File: src/rtl/noise_arbiter.sv
// noise_arbiter: shares one 16-bit LCG noise generator among NREQ requesters.
// Round-robin arbitration; optional burst locking when NOISE_ARB_LOCK_EN is defined.
//
// Parameters:
//   NREQ      - number of requesters (2..8)
//   SEED      - generator state loaded on reset
//   MAX_BURST - longest locked burst for one owner (1..15)
// Ports:
//   clk, rst_n   - clock and synchronous active-low reset
//   req [NREQ]   - level request, one byte wanted per cycle
//   lock [NREQ]  - burst hold, ignored unless NOISE_ARB_LOCK_EN is defined
//   seed_we/seed - reseed strobe and value; wins over all requests
//   gnt [NREQ]   - registered one-hot grant
//   rnd_data [8] - registered noise byte, valid while gnt is non-zero
//   busy         - high while a locked burst owns the generator
module noise_arbiter #(
    parameter int          NREQ      = 4,
    parameter logic [15:0] SEED      = 16'd4356,
    parameter int          MAX_BURST = 4
) (
    input  logic            clk,
    input  logic            rst_n,
    input  logic [NREQ-1:0] req,
    input  logic [NREQ-1:0] lock,
    input  logic            seed_we,
    input  logic [15:0]     seed,
    output logic [NREQ-1:0] gnt,
    output logic [7:0]      rnd_data,
    output logic            busy
);

    localparam int PW = (NREQ > 1) ? $clog2(NREQ) : 1;

    typedef enum logic [1:0] {
        IDLE,
        RR,
        LOCKED
    } fsm_t;

    fsm_t            fsm;
    logic [15:0]     state;
    logic [PW-1:0]   ptr;

    logic [NREQ-1:0] rr_req;
    logic [PW-1:0]   rr_base;
    logic [NREQ-1:0] rr_oh;
    logic [PW-1:0]   rr_idx;
    logic            rr_vld;

    function automatic logic [7:0] permute(input logic [15:0] s);
        logic [3:0]  sh;
        logic [15:0] x;
        logic [15:0] p;
        sh = {1'b0, s[15:13]} + 4'd3;
        x  = (s >> sh) ^ s;
        p  = x * 16'd62169;
        return p[15:8];
    endfunction

    function automatic logic [15:0] lcg(input logic [15:0] s);
        return s * 16'd12829 + 16'd47989;
    endfunction

    function automatic logic [PW-1:0] inc_ptr(input logic [PW-1:0] i);
        return (32'(i) == NREQ - 1) ? '0 : i + 1'b1;
    endfunction

    assign busy = (fsm == LOCKED);

`ifdef NOISE_ARB_LOCK_EN
    localparam logic [3:0] MB = 4'(MAX_BURST);

    logic [PW-1:0]   owner;
    logic [3:0]      cnt;
    logic [NREQ-1:0] own_oh;
    logic            hold;

    // While locked, the owner keeps the generator; on exit the search
    // restarts just past the owner and skips it for that one cycle.
    always_comb begin
        rr_base       = ptr;
        rr_req        = req;
        own_oh        = '0;
        own_oh[owner] = 1'b1;
        hold          = 1'b0;
        if (fsm == LOCKED) begin
            if (req[owner] && lock[owner] && cnt < MB) begin
                hold = 1'b1;
            end else begin
                rr_base = inc_ptr(owner);
                rr_req  = req & ~own_oh;
            end
        end
    end
`else
    logic unused_lock;
    assign unused_lock = ^lock;

    always_comb begin
        rr_base = ptr;
        rr_req  = req;
    end
`endif

    // Walk from the far end back toward rr_base so the nearest hit wins.
    always_comb begin
        logic [PW-1:0] j;
        rr_oh  = '0;
        rr_idx = '0;
        rr_vld = 1'b0;
        j      = '0;
        for (int k = NREQ - 1; k >= 0; k--) begin
            j = PW'((int'(rr_base) + k) % NREQ);
            if (rr_req[j]) begin
                rr_oh    = '0;
                rr_oh[j] = 1'b1;
                rr_idx   = j;
                rr_vld   = 1'b1;
            end
        end
    end

    always_ff @(posedge clk) begin
        if (!rst_n) begin
            state    <= SEED;
            gnt      <= '0;
            rnd_data <= 8'h00;
            ptr      <= '0;
            fsm      <= IDLE;
`ifdef NOISE_ARB_LOCK_EN
            owner    <= '0;
            cnt      <= '0;
`endif
        end else if (seed_we) begin
            state <= seed;
            gnt   <= '0;
            fsm   <= IDLE;
`ifdef NOISE_ARB_LOCK_EN
            cnt   <= '0;
`endif
`ifdef NOISE_ARB_LOCK_EN
        end else if (hold) begin
            gnt      <= own_oh;
            rnd_data <= permute(state);
            state    <= lcg(state);
            ptr      <= inc_ptr(owner);
            cnt      <= cnt + 4'd1;
`endif
        end else if (rr_vld) begin
            gnt      <= rr_oh;
            rnd_data <= permute(state);
            state    <= lcg(state);
            ptr      <= inc_ptr(rr_idx);
`ifdef NOISE_ARB_LOCK_EN
            if (lock[rr_idx]) begin
                fsm   <= LOCKED;
                owner <= rr_idx;
                cnt   <= 4'd1;
            end else begin
                fsm   <= RR;
                cnt   <= '0;
            end
`else
            fsm      <= RR;
`endif
        end else begin
            gnt <= '0;
            fsm <= IDLE;
`ifdef NOISE_ARB_LOCK_EN
            cnt <= '0;
`endif
        end
    end

endmodule

File: config.mk
export PLATFORM = sky130hd
export DESIGN_NAME = noise_arbiter
export DESIGN_NICKNAME = d
export VERILOG_FILES = /design/src/rtl/noise_arbiter.sv
export SDC_FILE = /design/constraint.sdc
export NUM_CORES = 1
export LEC_CHECK = 0
export CAP_MARGIN = 15
export CORE_MARGIN = 3
export CORE_UTILIZATION = 60
export CTS_CLUSTER_SIZE = 25
export DETAILED_ROUTE_END_ITERATION = 12
export PLACE_DENSITY = 0.87
export SLEW_MARGIN = 20
export SYNTH_ARGS = -nofsm -noshare
export SYNTH_HDL_FRONTEND = slang
export SYNTH_SLANG_ARGS = --single-unit
File: constraint.sdc
create_clock -name clk -period 12.1 [get_ports clk]
set_clock_uncertainty 0.05 [all_clocks]
set_input_delay 1.21 -clock clk [delete_from_list [all_inputs] [get_ports clk]]
set_output_delay 1.21 -clock clk [all_outputs]
set_load 0.1 [all_outputs]
==> reports/metrics.cfg <==
[global_route]
grt_max_degree=28
grt_pass1_wl_um=23200
grt_pass1_vias=5026
gr-total-overflow=0
track_usage_pct=25.13
antenna_found_initial=0

[placed_design]
gp_congestion=0.8792
port_buffers=34
dp_hpwl_um=11200

[setup_path]
rrSetupSlack_ps=5600
critPathKind=reg -> reg
cp.arrival_ps=6690
startpoint=state[14]
start_kind=register
worstPathRequired_ps=12290
cp_max_fo=20
r2r_cells=21
rr_endpoint=rnd_data[7]
critPathCaptureType=register
crit_path_end=rnd_data[7]
worstReg2RegStart=state[14]

[synthesis]
ys_ff_latch=30
ys_warn_count=0
synth_top_area_share_pct=23.39
synth_largest_area_cell=ha_1
synth_commonest_cells=inv_1 (136), ha_1 (116), fa_1 (67)
synth_most_common_cell=inv_1
yosysSeqAreaShare_pct=9.677
syn-instance-count=690
yosys.cell_types.count=59
synth_area_sq_um=6206
post_synth.cell_area_avg_sq_um=8.994
synth_fp_nets=900
synth_top_flop_cell=dfxtp_1
ys_async_sr_fraction_pct=0
synth-edff-count=0
yosys-top-cells-area=ha_1 (23%), fa_1 (22%), dfxtp_1 (9.7%)

[floorplanning]
rows=36
pin_count=40
initial_core_util_pct=62.63
fp.dieW_um=107.7
dieArea_sq_um=11600
core_sq_um=9910
die_h_um=107.7

[layout]
area_growth_pct=8.508
fin_nets=918
n_antenna_cell=0
n_fill_cell=756
layout-drive-gt1-share_pct=4.237

[sta]
final_hold_viol_count=0
final_max_slew_viol_count=0
relSlewSlack_pct=32.59
worst_pin_slew_ps=1008
fin_crit_sh_pct=53.75
max_freq_ghz=0.1538
post-route-min-period_ps=6503
setup_viol=0
rsz0062_at_grt=no
setup_tns_ps=0

[clocking]
cts_inserted_buffers=5
cts_tree=done
cts.clk_slew.worst_paths_ps=70
cts.htree.levels=2
cts_resized=0
ctsHoldBuffers=0
cts_root_buffer=clkbuf_8
cts_setup_buffers=0
clock_latency_ps=290
cts_sinks=30
clk_path_buf_depth=2

[route]
drtAntennaViolNets=0
wl_per_cell_um=16.19
vias=4759
drc=0
firstDrtPassIters=4
totalWireLength_um=13610
drt_iter0_markers=290
routed_via_density=5.659

[job]
cap_violations=0

[worst_hold_path]
holdCritPathClass=reg -> reg

[outcome]
outcome=complete, no violations

==> per-stage QoR <==
| step | instance area, sq um | util, % | hold slack (ps) | cells | setup WS, ps |
|---|---|---|---|---|---|
| global placement | 6621 | 66.82 | 392.9 | 834 | 5776 |
| CTS | 6734 | 67.95 | 410.1 | 841 | 5618 |
| detailed placement | 6621 | 66.82 | 400.3 | 834 | 5645 |
| global route | 6734 | 67.95 | 439.6 | 841 | 5167 |
| finish | 6734 | 67.95 | 408.0 | 841 | 5597 |
| floorplan | 6206 | - | 566.9 | 690 | 6248 |
==> sequential cells by signal, indices dropped and copies added (netlist names) <==
name,cells
state,16
rnd_data,8
gnt,4
ptr,2
==> critical path, cell delays in order, from the launching register on <==
cell and delay [ps]:
dfxtp_1 860, mux2_1 380, o22ai_1 180, mux2i_1 150
xor2_1 550, and2_1 280, inv_2 60, fa_1 460
fa_1 540, inv_1 50, fa_1 480, fa_1 550
inv_1 60, fa_1 380, inv_1 60, ha_1 260
or3_1 360, o21ai_0 80, a21oi_1 60, xnor3_1 370
nand2_1 70, a21boi_2 150
==> routing by layer <==
layer,vias up,track usage (%),routed length [um]
met5,-,0,0
met4,0,7.214,227
met3,17,2.699,523
met2,112,45.96,7157
met1,2352,31.11,5704
li1,2278,-,-
==> how the worst min path moves through the flow <==
stage	startpoint	end	slack, ps	depth (start not counted)
3_5_place_dp	rnd_data[3]	rnd_data[3]	400	2
3_3_place_gp	rnd_data[3]	rnd_data[3]	390	2
4_1_cts	rnd_data[3]	rnd_data[3]	410	2
6_report	rnd_data[3]	rnd_data[3]	410	2
5_1_grt	rnd_data[7]	rnd_data[7]	440	2
2_1_floorplan	state[9]	state[9]	570	2
==> placed cells by master (no fill, tap or decap), types with 4 or more instances in the layout <==
cell             count
inv_1              136
ha_1               116
fa_1                67
nand2_1             46
xnor2_1             45
a21oi_1             35
clkdlybuf4s50_1     34
dfxtp_1             30
nor2_1              25
o21ai_1             18
xor2_1              12
mux2i_1             10
and2_1              10
o21ai_0              9
nor2b_1              8
mux4_2               7
a211oi_1             7
clkbuf_8             6
nand2b_1             5
or3_1                5
a21o_1               5
a221oi_1             5
nor3_1               5
inv_2                4
o211ai_1             4
a22oi_1              4
==> final cells by class <==
| type | count | area, sq um | area share (%) |
|---|---|---|---|
| clock buffers | 6 | 82.58 | 1.226 |
| repair buffers | 37 | 362.8 | 5.388 |
| clock inverters | 1 | 30.03 | 0.4459 |
| well taps | 133 | 166.4 | 2.471 |
| multi-input cells | 494 | 4966 | 73.75 |
| flip-flops and latches | 30 | 600.6 | 8.919 |
| inverters | 140 | 525.5 | 7.804 |
==> cell families (layout without fill, tap and decap cells) <==
logic type | count (synthesis) | in the layout | share of synthesized area, %
AND/OR/NAND/NOR | 116 | 116 | 8.811
buffers and inverters | 166 | 184 | 10.40
XOR/XNOR | 61 | 61 | 9.395
AO/OA/AOI/OAI | 109 | 109 | 11.05
flip-flops | 30 | 30 | 9.677
multiplexers | 24 | 24 | 5.605
other | 1 | 1 | 0.06043
adder cells (fa/ha/maj) | 183 | 183 | 45.00
Power is not shown: default switching activity piles up to over one toggle a cycle in this logic, so the estimate is an artifact.
==> edit (config.mk and constraints unchanged) <==
`NREQ`: 4 -> 2.
--- a/src/rtl/noise_arbiter.sv
+++ b/src/rtl/noise_arbiter.sv
@@ -16,3 +16,3 @@
 module noise_arbiter #(
-    parameter int          NREQ      = 4,
+    parameter int          NREQ      = 2,
     parameter logic [15:0] SEED      = 16'd4356,
Interface: changed (resized gnt, lock and req); port bits go from 40 to 34. No check against the original RTL was run, so the function may have changed too.
==> edit against the unedited design <==
Utilization grew 0.21 points. Routed wire length is 7.4% lower. Synthesized area is 8.2% lower. Design area down 9.1%. Setup slack improved by 0.031 ns. Sequential cell count fell by 3. First-iteration DRC count fell by 18%. Non-clock buffer count shrank 6. Via count down 9.6%. Sequential share of layout area decreased by 0.084 points.
Power is not shown: default switching activity piles up to over one toggle a cycle in this logic, so the estimate is an artifact.
==> edit: results (changes against the unedited design) <==
[placed_design]
gp_congestion = 0.941  ; +7.0%
io_buffers = 30  ; -12%
hpwlAfterDp_mm = 10.6  ; -5.5%
placed_area_sq_mm = 0.00607  ; -8.3%
place_ws_ns = 5.70  ; +0.0576 ns

[synthesis]
synth_seq_area_share_pct = 9.49  ; -0.19 points
synth_compound_area_share_pct = 10.4  ; -0.68 points
synth_flop_cell = dfxtp_1
synthXorXnorAreaFrac_pct = 9.49  ; +0.093 points
synth_common_cells = 146 x inv_1, 110 x ha_1, 67 x fa_1
synth.area.mux_share_pct = 3.54  ; -2.1 points
synthAdderAreaFrac_pct = 47.7  ; +2.7 points
async_flop_share_pct = 0  ; unchanged
netlist.area_leader.share_pct = 24.2  ; +0.77 points
syn_nets = 832  ; -7.6%
ys_warn_count = 0  ; unchanged
synthTopCellsByArea = ha_1 24%, fa_1 24%, inv_1 9.6%
synth_cell_types = 62  ; +5.1%

[global_route]
grt_start_max_net_pins = 23  ; -18%
grt_pass1_wl_mm = 21.5  ; -7.5%
grt_usage_pct = 25.4  ; +0.29 points
antenna_found_initial = 0  ; unchanged
grt_pass1_vias = 4704  ; -6.4%

[critical_path]
slowest_stage = dfxtp_1
worstPathMaxFanout = 21  ; +5.0%
path_delay_family = adder cells
r2r_cells = 21  ; unchanged
arrival_ns = 6.55  ; -0.14 ns
cp_slowest_stage_delay_ns = 0.84  ; -0.02 ns

[layout]
layout-drive-gt1-share_pct = 3.55  ; -0.69 points
n_antenna_cell = 0  ; unchanged
top_regs = state x16, rnd_data x8, gnt x2
nets = 849  ; -7.5%

[routing]
via_count = 4304  ; -9.6%
dr.pass1.iters = 4  ; unchanged
finalWirelength_mm = 12.6  ; -7.4%
drt-initial-drc-count = 238  ; -18%

[clocking]
cts-buffers-inserted = 3  ; -2
clk_pin_slew_ns = 0.09  ; +0.02 ns
cts_buffer_depth = 2  ; unchanged
cts_root_buffer = clkbuf_8
clkLatencyLatePin_ns = 0.27  ; -0.02 ns
h-tree-depth = 1  ; -1
cts_resized = 0  ; unchanged
cts_setup_buffers = 0  ; unchanged

[worst_hold_path]
hold_depth = 2  ; unchanged
hp-class = reg2reg

[run]
maxCapViolations = 0  ; unchanged

[timing]
worst_pin_slew_ns = 1.01  ; -0.00137 ns

[status]
outcome = finished, final reports clean

## edit: cell types whose count changed after synthesis, sizes merged, moves of 5 or more
cell | before | now
a221oi | 5 | 0
nand2 | 46 | 37
and2 | 10 | 4
nor2b | 8 | 1
inv | 140 | 146
o21ai | 27 | 15
ha | 116 | 110
clkbuf | 21 | 11
## edit: area by class of cell
class | count | area [sq um]
Inverter | 149 | 561
Timing Repair Buffer | 31 | 308
Sequential cell | 27 | 541
Multi-Input combinational cell | 437 | 4510
Clock buffer | 3 | 41.3
Fill cell | 635 | 2860
Clock inverter | 1 | 5.00
Tap cell | 126 | 158
## edit: cell families after synthesis
group | count (synthesis)
AO/OA/AOI/OAI | 90
flip-flops | 27
XOR/XNOR | 56
multiplexers | 14
buffers and inverters | 168
adder cells (fa/ha/maj) | 177
other | 1
AND/OR/NAND/NOR | 99
## edit: metrics by stage
step,std cells,hold slack (ns)
6_report,774,0.407
5_1_grt,774,0.446
4_1_cts,774,0.410
3_5_place_dp,770,0.398
3_3_place_gp,770,0.392
2_1_floorplan,632,0.397
## edit: final timing paths
check	start	end	slack, ns
setup / recovery	state[14]	rnd_data[7]	5.63
hold / removal	rnd_data[3]	rnd_data[3]	0.41
setup reg to reg	state[14]	rnd_data[7]	5.63
hold reg to reg	rnd_data[3]	rnd_data[3]	0.41
## edit: layer usage
metal / vias to the layer above / GRT usage, % / share of wire [%]
li1: 2061 / - / -
met1: 2063 / 33.3 / 41
met2: 150 / 43.9 / 49
met3: 30 / 2.55 / 6.9
met4: 0 / 8.67 / 2.7
met5: - / 0 / 0
## edit: worst register-to-register path, delay by kind of cell (launching register included)
kind	cells	cell delay, ns
xor+xnor	2	0.51
buf+inv	4	0.26
flops	1	0.84
mux	1	0.41
simple gates	2	0.19
fa+ha+maj	7	3.04
compound gates	5	1.04
